[src/rtl/mul2x2_seq_ctrl.sv]
// rtl/mul2x2_seq_ctrl.sv - WIDTH x WIDTH unsigned multiply sequenced over one external 2x2 multiplier
//
// Purpose: splits both operands into 2-bit digits and feeds every digit pair
// to a shared combinational 2x2 multiplier, one pair per cycle. It adds up the
// shifted partial products and reports the result with a start/busy/done handshake.
//
// Ports:
//   clk, rst_n          clock and synchronous active-low reset
//   start, op_x, op_y   request and operands; operands are latched when start is accepted
//   busy, done, product status and result; product holds until the next completion
//   mul_a..mul_d        digit pair driven to the 2x2 multiplier ({a,b} = x digit, {c,d} = y digit)
//   mul_f               4-bit product returned by the 2x2 multiplier in the same cycle
module mul2x2_seq_ctrl #(
  parameter int WIDTH = 8
) (
  input  logic               clk,
  input  logic               rst_n,
  input  logic               start,
  input  logic [WIDTH-1:0]   op_x,
  input  logic [WIDTH-1:0]   op_y,
  output logic               busy,
  output logic               done,
  output logic [2*WIDTH-1:0] product,
  output logic               mul_a,
  output logic               mul_b,
  output logic               mul_c,
  output logic               mul_d,
  input  logic [3:0]         mul_f
);

  localparam int D  = WIDTH / 2;
  localparam int IW = (D > 1) ? $clog2(D) : 1;
  localparam int PW = 2 * WIDTH;
  localparam logic [IW-1:0] LAST = IW'(D - 1);

  typedef enum logic [1:0] {
    S_IDLE,
    S_RUN,
    S_DONE
  } state_t;

  state_t          r_state;
  logic [WIDTH-1:0] r_x;
  logic [WIDTH-1:0] r_y;
  logic [PW-1:0]   r_acc;
  logic [IW-1:0]   r_i;
  logic [IW-1:0]   r_j;

  logic [IW+1:0]   w_shamt;
  logic [PW-1:0]   w_term;
  logic [PW-1:0]   w_sum;
  logic            w_last;
  logic [IW-1:0]   w_i_nxt;
  logic [IW-1:0]   w_j_nxt;
  logic [WIDTH-1:0] w_x_sh;
  logic [WIDTH-1:0] w_y_sh;

  // Partial product of digit pair (i,j) carries weight 4^(i+j).
  always_comb begin
    w_shamt = {1'b0, r_i, 1'b0} + {1'b0, r_j, 1'b0};
    w_term  = PW'(mul_f) << w_shamt;
    w_sum   = r_acc + w_term;
    w_last  = (r_i == LAST) && (r_j == LAST);
    // j is the fast index; it wraps to 0 and carries into i.
    if (r_j == LAST) begin
      w_j_nxt = '0;
      w_i_nxt = r_i + IW'(1);
    end else begin
      w_j_nxt = r_j + IW'(1);
      w_i_nxt = r_i;
    end
    // Digit pair for the next RUN cycle; the mul_* lines are registered, so
    // they are loaded one edge ahead with the indices that cycle will use.
    w_x_sh = r_x >> {w_i_nxt, 1'b0};
    w_y_sh = r_y >> {w_j_nxt, 1'b0};
  end

  always_ff @(posedge clk) begin
    if (!rst_n) begin
      r_state <= S_IDLE;
      r_x     <= '0;
      r_y     <= '0;
      r_acc   <= '0;
      r_i     <= '0;
      r_j     <= '0;
      busy    <= 1'b0;
      done    <= 1'b0;
      product <= '0;
      mul_a   <= 1'b0;
      mul_b   <= 1'b0;
      mul_c   <= 1'b0;
      mul_d   <= 1'b0;
    end else begin
      case (r_state)
        S_IDLE: begin
          busy <= 1'b0;
          done <= 1'b0;
          if (start) begin
            r_x     <= op_x;
            r_y     <= op_y;
            r_acc   <= '0;
            r_i     <= '0;
            r_j     <= '0;
            {mul_a, mul_b} <= op_x[1:0];
            {mul_c, mul_d} <= op_y[1:0];
            busy    <= 1'b1;
            r_state <= S_RUN;
          end
        end
        S_RUN: begin
          r_acc <= w_sum;
          if (w_last) begin
            product <= w_sum;
            done    <= 1'b1;
            r_i     <= '0;
            r_j     <= '0;
            mul_a   <= 1'b0;
            mul_b   <= 1'b0;
            mul_c   <= 1'b0;
            mul_d   <= 1'b0;
            r_state <= S_DONE;
          end else begin
            r_i <= w_i_nxt;
            r_j <= w_j_nxt;
            {mul_a, mul_b} <= w_x_sh[1:0];
            {mul_c, mul_d} <= w_y_sh[1:0];
          end
        end
        S_DONE: begin
          // start is ignored here; the earliest restart is the following IDLE cycle.
          busy    <= 1'b0;
          done    <= 1'b0;
          r_state <= S_IDLE;
        end
        default: begin
          busy    <= 1'b0;
          done    <= 1'b0;
          mul_a   <= 1'b0;
          mul_b   <= 1'b0;
          mul_c   <= 1'b0;
          mul_d   <= 1'b0;
          r_state <= S_IDLE;
        end
      endcase
    end
  end

endmodule

[config.mk]
export PLATFORM = sky130hd
export DESIGN_NAME = mul2x2_seq_ctrl
export DESIGN_NICKNAME = d
export VERILOG_FILES = /design/src/rtl/mul2x2_seq_ctrl.sv
export SDC_FILE = /design/constraint.sdc
export NUM_CORES = 1
export LEC_CHECK = 0
export ABC_CLOCK_PERIOD_IN_PS = 3110
export BUFFER_PORTS_ARGS = -buffer_cell sky130_fd_sc_hd__buf_2
export CAP_MARGIN = 15
export CELL_PAD_IN_SITES_DETAIL_PLACEMENT = 1
export CELL_PAD_IN_SITES_GLOBAL_PLACEMENT = 2
export CORE_MARGIN = 1.5
export CORE_UTILIZATION = 32
export CTS_BUF_LIST = sky130_fd_sc_hd__clkbuf_4 sky130_fd_sc_hd__clkbuf_8
export DETAILED_ROUTE_END_ITERATION = 10
export GPL_ROUTABILITY_DRIVEN = 0
export PLACE_DENSITY_LB_ADDON = 0.3
export SLEW_MARGIN = 20
export SYNTH_ARGS = -nofsm -noshare
export SYNTH_HDL_FRONTEND = slang
export SYNTH_SLANG_ARGS = --single-unit
[constraint.sdc]
create_clock -name clk -period 3.11 [get_ports clk]
set_clock_uncertainty 0.15 [all_clocks]
set_input_delay 0.311 -clock clk [delete_from_list [all_inputs] [get_ports clk]]
set_output_delay 0.311 -clock clk [all_outputs]
set_load 0.02 [all_outputs]
==> flow_summary.toml <==
[timing]
rsz0062_at_grt = "true"
fmax_ghz = 0.303
finalSetupViolations = 18
hold_ws_ps = 43.0
setup_ws_ps = -192
min_period_ps = 3300
hold_violations = 0
relSlewSlack = 0.554
worst_pin_slew_ps = 669
slew_viol_final = 0
finalCritPeriodShare = 1.06

[clocking]
cts.sink_count = 60
htreeDepth = 3
cts_hold_buf = 0
cts_tree = "built"
worstSkewPairLatency_ps = 350
clockBufferDepth = 2
root_buffer = "clkbuf_8"
cts_inserted_buffers = 9
path_clk_slew_ps = 80

[status]
violations = "negative setup slack"
status = "finished, violations left"

[worst_setup_path]
critPathLaunchType = "register"
cp_common_cell = "ha_4"
path_buf_inv = 1
crit_family = "adder cells"
cp-end-kind = "register"
critical_path_class = "reg2reg"
worstPathArrival_ps = 3450
crit_fanout = 7
slowest_delay_ps = 650
crit_slowest_cell = "fa_2"
path_cells = "ha_4 -> inv_2 -> fa_2 -> nor2_2 -> a31oi_4 -> nor2b_4 -> ha_4 -> nand2_4 -> nor4_4 -> nor3_4 -> a21oi_2 -> mux2_4 -> nand3_1"
required_ps = 3250

[route]
viasPerCell = 5.14
wl_per_cell_um = 17.8
finalWirelength_um = 11000
drtPass1Iterations = 4
dr_total_vias = 3195
antenna_left = 0
drcViolationCount = 0
drt_iter0_drc = 89

[die]
io_pins = 45
die_x_um = 104
die_h_um = 104
die-area_um2 = 10900
rows = 36
core_um2 = 9860
start_util = 0.333

[logic_synthesis]
ys_warn_count = 0
avgSynthCellArea_um2 = 8.47
synthTopCellsByArea = "dfxtp_1 (37%), nand2_1 (8.0%), ha_1 (6.9%)"
syn_inst = 388
async_flop_share = 0
yosys.cell_types.count = 55
ys_seq_elements = 60
yosys.area.top_type = "dfxtp_1"
yosysSeqAreaShare = 0.365
synth_ff_type = "dfxtp_1"
netlist_area_um2 = 3290
synth-edff-count = 0
syn_nets = 431
synth_top_area_frac = 0.365

[cells_and_area]
nets = 527
layout_common_cells = "nand2_1 (67), buf_4 (59), dfxtp_1 (58), buf_2 (44), a21boi_0 (20)"
final_common_cell = "nand2_1"
antennaDiodeCount = 0
drive_gt1_frac = 0.382
area_growth_pct = 40.3

[pwr]
power.density_nw_per_um2 = 389
peakVddDrop_v = 0.000152
p_leak_nw = 1.91
finalPower_w = 0.00179

[global_routing]
grt_pass1_vias = 3376
grtUsageTotal = 0.203
gr-total-overflow = 0
antenna_found_initial = 0
grt_pass1_wl_um = 17300
grt_start_max_net_pins = 35

[worst_hold_path]
hold_path.class = "in2reg"

[placement]
portBuffers = 44
hpwl_um = 7390

[flow_run]
maxCapViolations = 0
## cell families after synthesis
family	Yosys count	share of synthesized area
and+or+nand+nor	146	0.207
AOI/OAI and AO/OA	111	0.233
DFF	60	0.365
buffers and inverters	29	0.0362
adders and majority gates	20	0.0807
xor gates and xnor gates	14	0.0373
muxes	8	0.0400
## sequential cells by signal, summed over array words and instances (netlist names)
name and flops:
r_y 8, r_acc 16, mul_c 1, mul_b 1
mul_d 1, r_state 2, r_x 8, busy 1
r_i 2, done 1, mul_a 1, r_j 2
product 16
## path summary, 6_finish.rpt
kind	slack (ps)	endpoint	start	cells after the start
setup / recovery	-190	product[15]$_SDFFE_PN0P_	r_i[0]$_SDFFE_PN0P_	13
hold / removal	40	r_y[7]$_SDFFE_PN0P_	op_y[7]	3
setup reg to reg	-190	product[15]$_SDFFE_PN0P_	r_i[0]$_SDFFE_PN0P_	13
hold reg to reg	310	product[4]$_SDFFE_PN0P_	product[4]$_SDFFE_PN0P_	2
## layer usage
| metal | global-route usage | wire (µm) |
|---|---|---|
| met4 | 0.0833 | 251 |
| met3 | 0.0376 | 345 |
| met2 | 0.353 | 5510 |
| met5 | 0 | 0 |
| met1 | 0.244 | 4940 |
## cells in the mapped netlist (5+ instances only)
| master | instances |
|---|---|
| nand2_1 | 70 |
| dfxtp_1 | 60 |
| a21boi_0 | 23 |
| o21ai_0 | 22 |
| nor2_1 | 21 |
| ha_1 | 18 |
| clkbuf_1 | 16 |
| nand3_1 | 16 |
| a21oi_1 | 14 |
| a22oi_1 | 10 |
| nor2b_1 | 10 |
| xnor2_1 | 9 |
| inv_1 | 8 |
| a21o_1 | 7 |
| o21ai_1 | 7 |
| a31oi_1 | 5 |
| and2_1 | 5 |
| nand2b_1 | 5 |
| xor2_1 | 5 |
## where the power goes
part	internal, W	switching, W
logic	0.000145	0.000179
registers	0.000793	0.0000171
clock network	0.000291	0.000369
## tightest hold or removal path, stage by stage
cell and delay, ps:
buf_2 90, nand2_1 40, a21boi_0 60
## stage by stage
| step | cell area (µm²) | util | cells | worst slack [ps] | setup TNS (ps) |
|---|---|---|---|---|---|
| 2_1_floorplan | 3330 | - | 388 | -10.9 | -10.9 |
| 3_3_place_gp | 3990 | 0.405 | 595 | -155 | -924 |
| 3_5_place_dp | 3990 | 0.405 | 595 | -261 | -3090 |
| 4_1_cts | 4400 | 0.446 | 617 | -146 | -1110 |
| 5_1_grt | 4610 | 0.468 | 622 | -297 | -4540 |
| 6_report | 4610 | 0.468 | 622 | -192 | -1830 |
## timing repair
action,4_1_cts,5_1_grt
resized for setup,35,42
endpoints found under the setup margin,21,24
setup buffers,6,6
pin swaps,23,24
## cell type report
class | count | area [µm²]
inverters | 9 | 33.8
clock inverters | 7 | 52.6
repair buffers | 105 | 686
clock buffers | 9 | 124
fillers | 1162 | 5250
well taps | 133 | 166
multi-input cells | 299 | 2350
flip-flops and latches | 60 | 1200
Power figures use the tool's default switching activity.
